==> config.mk <==
export PLATFORM = sky130hd
export DESIGN_NAME = pixel_write_queue
export DESIGN_NICKNAME = d
export VERILOG_FILES = /design/src/rtl/pixel_write_queue.sv
export SDC_FILE = /design/constraint.sdc
export NUM_CORES = 1
export LEC_CHECK = 0
export CAP_MARGIN = 10
export CORE_ASPECT_RATIO = 1.1
export CORE_MARGIN = 1.5
export CORE_UTILIZATION = 59
export CTS_CLUSTER_DIAMETER = 150
export DETAILED_ROUTE_END_ITERATION = 8
export GPL_TIMING_DRIVEN = 0
export HOLD_SLACK_MARGIN = 0.1
export PLACE_DENSITY_LB_ADDON = 0.1
export SETUP_SLACK_MARGIN = 0.5
export SYNTH_ARGS = -nofsm -noshare
export SYNTH_HDL_FRONTEND = slang
export SYNTH_SLANG_ARGS = --single-unit
==> constraint.sdc <==
create_clock -name clk -period 15.8 [get_ports clk]
set_input_delay 3.95 -clock clk [delete_from_list [all_inputs] [get_ports clk]]
set_output_delay 3.95 -clock clk [all_outputs]
set_load 0.01 [all_outputs]
==> src/rtl/pixel_write_queue.sv <==
// Pixel write queue: buffers renderer pixel strobes in a small FIFO and drains
// them into the shared frame-buffer write port whenever the arbiter grants it.
module pixel_write_queue #(
  parameter int unsigned DEPTH    = 16,
  parameter logic [31:0] FB_WORDS = 32'd76800,
  parameter logic [31:0] FB_BASE  = 32'h0
) (
  input  logic                      clk,
  input  logic                      reset_n,
  input  logic                      ce,
  input  logic                      flush,
  input  logic [31:0]               pixel_data,
  input  logic [31:0]               pixel_addr,
  input  logic                      pixel_write,
  output logic                      pixel_full,
  output logic [$clog2(DEPTH):0]    level,
  output logic                      fb_req,
  input  logic                      fb_gnt,
  output logic [31:0]               fb_addr,
  output logic [31:0]               fb_wdata,
  output logic                      fb_we,
  output logic                      ovf,
  input  logic                      ovf_clr,
  output logic [15:0]               clip_cnt
);

  localparam int unsigned AW = $clog2(DEPTH);
  localparam logic [AW:0] PTR_ONE = 1;

  logic [AW:0] wr_ptr;
  logic [AW:0] rd_ptr;
  logic [63:0] mem [DEPTH];
  logic [63:0] head;

  logic empty;
  logic full;
  logic in_range;
  logic pop;
  logic push;
  logic clip;
  logic overflow;

  // A flush cycle swallows the incoming pixel entirely: no store, no clip
  // count and no overflow flag, and the head is not written out.
  always_comb begin
    empty    = (wr_ptr == rd_ptr);
    full     = (wr_ptr[AW-1:0] == rd_ptr[AW-1:0]) && (wr_ptr[AW] != rd_ptr[AW]);
    in_range = (pixel_addr < FB_WORDS);
    pop      = ce & ~empty & fb_gnt & ~flush;
    push     = ce & ~flush & pixel_write & in_range & (~full | pop);
    clip     = ce & ~flush & pixel_write & ~in_range;
    overflow = ce & ~flush & pixel_write & in_range & full & ~pop;
    head     = mem[rd_ptr[AW-1:0]];
  end

  assign pixel_full = full;
  assign level      = wr_ptr - rd_ptr;
  assign fb_req     = ~empty;
  assign fb_we      = pop;
  assign fb_addr    = head[63:32];
  assign fb_wdata   = head[31:0];

  always_ff @(posedge clk or negedge reset_n) begin
    if (!reset_n) begin
      wr_ptr   <= '0;
      rd_ptr   <= '0;
      ovf      <= 1'b0;
      clip_cnt <= '0;
    end else begin
      if (push)
        wr_ptr <= wr_ptr + PTR_ONE;
      if (ce && flush)
        rd_ptr <= wr_ptr;
      else if (pop)
        rd_ptr <= rd_ptr + PTR_ONE;
      if (overflow)
        ovf <= 1'b1;
      else if (ce && ovf_clr)
        ovf <= 1'b0;
      if (clip && (clip_cnt != '1))
        clip_cnt <= clip_cnt + 16'd1;
    end
  end

  always_ff @(posedge clk) begin
    if (push)
      mem[wr_ptr[AW-1:0]] <= {pixel_addr + FB_BASE, pixel_data};
  end

endmodule
# ---- Yosys cells after proc, flatten, opt, wreduce, memory -nomap -nowiden
# Memory sizes are Yosys's and may differ from the RTL's.
# Cells that the tools add are included.
dict set report word_totals {
  ff_bits 27
  latch_bits 0
  ram_bits 1024
  rom_bits 0
  out_inout_bits 89
  wordCells 42
  mem_count 1
}
dict set report classes {
  add_sub_neg 4
  n_mul 0
  div_mod_pow 0
  order_cmp 1
  n_eq_ne 4
  n_shift 0
  muxes 6
  n_bitwise 16
  reduce_logical 6
}
# name depth width read_ports rd_clocked_by_memory_dff wr line
set memory_table {}
lappend memory_table {mem 16 64 1 0 1 32} ;# logic [63:0] mem [DEPTH];
# operator count
set op_table {}
lappend op_table {{< comparator 32 x 17 -> 1 bit (second input constant)} 1}
lappend op_table {{adder 16 x 1 -> 16 bit (second input constant)} 1}
lappend op_table {{!= test 16 bit (second input constant)} 1}
lappend op_table {{adder 5 x 1 -> 5 bit (second input constant)} 2}
lappend op_table {{AND 1 bit} 10}
lappend op_table {{two-way mux 5 bit} 2}
lappend op_table {{== test 5 bit} 1}
lappend op_table {{NOT 1 bit} 5}
lappend op_table {{subtractor 5 bit} 1}
lappend op_table {{== test 4 bit} 1}
lappend op_table {{logical AND 1 bit} 4}
lappend op_table {{two-way mux 1 bit} 4}
lappend op_table {{nonzero test 2 bit} 2}
lappend op_table {{!= test 1 bit} 1}
lappend op_table {{bitwise OR 1 bit} 1}

# ---- Logic depth before layout (Yosys ltp)
dict set report logic_depth {
  word_depth 9
  ltp_mapped 12
  depth_no_buf 9
}

# ---- Least setup slack after synthesis
# Ideal clock, no wire load.
dict set report synth_path {
  path_kind {input to register}
  from {input port pixel_addr[30]}
  to {memory mem[3][0] (enable)}
  arrival_ns 9.388
  t_required_ns 15.235
  slack_ns 5.847
  stages 6
  cell_sequence {nor4_1 > nand4_1 > nor4b_2 > clkbuf_2 > nand2_1 > nor3_1}
}
dict set report synth_via {
  elab_chain_cells 5
}
# item line
set synth_lines {}
lappend synth_lines {{from (decl)} 13} ;# input logic [31:0] pixel_addr,
lappend synth_lines {{< comparator 32 x 17 -> 1 bit} 48} ;# in_range = (pixel_addr < FB_WORDS);
lappend synth_lines {{AND 1 bit (2 in series)} 50} ;# push = ce & ~flush & pixel_write & in_range & (~full | pop);
lappend synth_lines {{two-way mux 1 bit} 86} ;# if (push)
lappend synth_lines {{two-way mux 1 bit (not written as such)} 87} ;# mem[wr_ptr[AW-1:0]] <= {pixel_addr + FB_BASE, pixel_data};
lappend synth_lines {{to (decl)} 32}
# No other way between the ends.

# ---- Worst setup path in the final report
dict set report layout_path {
  from {input port ce}
  to {output port fb_we}
}
dict set report layout_via {
  elab_chain_cells 3
}
# item line
set layout_lines {}
lappend layout_lines {{from (decl)} 10} ;# input logic ce,
lappend layout_lines {{AND 1 bit (3 in series)} 49} ;# pop = ce & ~empty & fb_gnt & ~flush;
lappend layout_lines {{to (decl)} 21} ;# output logic fb_we,
# No other way between the ends.

==> results.md <==
* Global route overflow at 0
* Die height at approximately 280 microns
* Routed wire length at between 80 and 90 mm
* # rows at 100
* Setup TNS at 0 ns
* Worst hold path type: reg -> reg
* Top sig layer: met5
* Largest net degree at the start of global routing at 45
* Final Non-Filler Cells at around 2800
* Cell area after layout at around 47000 sq um
* Area Overhead vs Synth at 16.3%
* FILL cells at ~4100
* Via density at 6.52
* # hold bufs at CTS at 0
* Initial antenna violation count at 1
* Post-DP Area at around 43000 sq um
* Synth Area in Simple Gates at 0.0120
* CTS clock-pin slew for the worst setup and hold paths at 0.06 ns
* Initial drt markers at 2160
* Area of the core at roughly 68000 sq um
* Mux contribution to synthesized area at 0.180
* Worst path max stage delay at 0.58 ns
* Synth Cell Area at 40200 sq um
* Share of post-route cells with drive strength above 1 at 0.285
* Netlist cell types at 40
* Synth top area share at 0.766
* Worst hold slack at ~0.51 ns
* Avg WL per Cell at between 30 and 40 microns
* Yosys Warn Count at 0
* Slowest CP cell: clkdlybuf4s50_1
* Max-Cap Viols at 0
* Metal-1 WL at about 36 mm
* Metal2 WL at approximately 44 mm
* Final net count at approximately 2000
* Final period util at 0.602
* Gpl congestion at around 0.76
* Status: finished clean
* Vias in the first global route at approximately 19000
* Setup ws final at approximately 6.3 ns
* Critical-path cell list: clkdlybuf4s50_1, nor2b_1, nand3_1, inv_1, clkdlybuf4s50_1
* Port Buffers at about 160
* Worst-skew pair later-pin latency at 0.65 ns
* Req. time, crit path at between 10 and 15 ns
* Clock sink count at roughly 1100
* Synth Instances at between 1500 and 2000
* Compound-gate portion of the synthesized area at 0.00296
* Final min period at ~9.5 ns
* Biggest area consumer among synthesized cells: edfxtp_1
* RSZ-0062 raised after global routing: no
* Adder-Cell Fraction of Synth Area at 0.00361
* Placed cells at roughly 2600
* TritonCTS buffer count at slightly above 100
* Die Footprint at 69600 sq um
* TritonCTS clock tree: built
* Crit end category: output pin
* Postcts setup bufs at 0
* Rel. slew slack at 0.214
* Arr. time, crit path at approximately 5.6 ns
* Largest family of logic cells by synthesized area: multiplexers
* # IOs at 160
* Avg Cell Area, Syn at around 25 sq um
* Startpoint Class: input port
* Post-cts sizing count at 0
* Initial Util at 0.594
* DIE WIDTH at ~250 microns
* Final setup violation count at 0
* Xor and xnor fraction of the mapped netlist area at 0.00545
* Final Max Slew Viols at 0
* Vias after detailed routing at about 18000
* Root Driver: clkbuf_16
* Worst slack at placement at between 6 and 7 ns
* DR WL met3 at between 6 and 7 mm
* Most used cell, CP: clkdlybuf4s50_1
* Slew of the pin with the lowest slew margin at between 1 and 1.5 ns
* CP delay by family, top: buffers and inverters
* H-tree Lvls at 3
* Dpl hpwl at just under 50 mm
* Clock Tree Buf Depth at 3
* Max Clock Freq at approximately 110 MHz
* Lkg Pwr at roughly 15 nW
* DRT Pass-1 Iters at 5
* Pwr per Cell Area at 137 nW/um^2
* CP bufs+invs at 3
* Peak supply drop at roughly 0.11 mV
* Post-synthesis sequential area ratio at 0.783
* Post-route ant nets at 0
* Clock skew at between 0.02 and 0.025 ns
* First-pass GRT wire length at between 100 and 150 mm
* Synth Net Count at roughly 1700
* WS Path Type: in -> out
* Max Fanout on Critical Path at 6
* DR DRC count at 0
* Register bit total from synthesis at between 1000 and 1500
* Synth area leaders: edfxtp_1 77%, mux4_2 18%, dfrtp_1 1.7%
* Tot GR Track Use at 0.262
* Final Hold Violating Endpoints at 0
layout by cell type (no fill, tap or decap), drive strengths merged, types with 2 or more instances in the layout:
cell type and count:
nand4 6, o21ai 3, clkdlybuf4s50 158, nor2 12
nand2 9, nor3 11, nand3 12, buf 77
clkbuf 146, mux4 320, clkinv 49, xor2 14
edfxtp 1024, and4 2, ha 10, and3 18
nor2b 3, inv 16, and2 2, dfrtp 27
bufinv 9, xnor2 11, nor4 6, a21oi 7
mux2 2, a21o 2
cells by family after synthesis:
group,Yosys count
AOI/OAI and AO/OA,18
buffers and inverters,87
DFF,1051
xor gates and xnor gates,25
muxes,322
and+or+nand+nor,84
adders and majority gates,11
sequential cells by signal, summed over array words and instances (netlist names):
name	cells
mem	1024
clip_cnt	16
rd_ptr	5
wr_ptr	5
ovf	1
power by group:
| group | internal [W] | switching [W] | total [W] | leakage [nW] |
|---|---|---|---|---|
| Combinational | 0.000501 | 0.000442 | 0.000943 | 3.89 |
| Clock | 0.00137 | 0.00100 | 0.00237 | 1.62 |
| Sequential | 0.00307 | 0.0000139 | 0.00308 | 9.53 |
| Total | 0.00494 | 0.00146 | 0.00640 | 15.0 |
Yosys cell counts (all sizes together):
cell type and count:
a211oi 1, a21boi 1, a21o 2, a21oi 7
a32o 1, and2 2, and3 18, and4 2
buf 52, clkbuf 23, dfrtp 27, edfxtp 1024
fa 1, ha 10, inv 12, mux2 2
mux4 320, nand2 9, nand3 12, nand4 6
nor2 12, nor2b 3, nor3 11, nor3b 1
nor4 6, nor4b 1, o2111ai 1, o211ai 1
o21ai 3, o311ai 1, or4 1, xnor2 11
xor2 14
through the flow:
stage / util / total power, W
after floorplan: - / 0.00371
after global placement: 0.634 / 0.00408
after detailed placement: 0.643 / 0.00409
after global routing: 0.691 / 0.00658
after CTS: 0.691 / 0.00644
final: 0.691 / 0.00640
layout make-up:
| class | instances | area [sq um] | share of cell area |
|---|---|---|---|
| repair buffers | 183 | 2090 | 0.0448 |
| diodes | 1 | 2.50 | 0.0000536 |
| inverters | 12 | 45.0 | 0.000965 |
| clock inverters | 63 | 557 | 0.0119 |
| clock buffers | 123 | 2720 | 0.0582 |
| flip-flops and latches | 1051 | 31400 | 0.673 |
| well taps | 867 | 1080 | 0.0232 |
| plain buffers | 75 | 494 | 0.0106 |
| multi-input cells | 460 | 8270 | 0.177 |
routing by layer:
metal	GRT usage	vias to the layer above
met5	0	-
met3	0.0392	124
met1	0.384	10036
met4	0.0675	2
met2	0.424	796
li1	-	7527
path summary, 6_finish.rpt:
path | start | end | slack [ns] | cells after the start
min in group asynchronous | reset_n | clip_cnt[8] | 3.32 | 1
setup / recovery | ce | fb_we | 6.30 | 5
hold reg to reg | ovf | ovf | 0.51 | 1
setup reg to reg | rd_ptr[1] | mem[3][31] | 10.96 | 15
max in group asynchronous | reset_n | clip_cnt[5] | 12.06 | 1
hold / removal | ovf | ovf | 0.51 | 1
No activity file was read; power rests on OpenSTA's default activity.
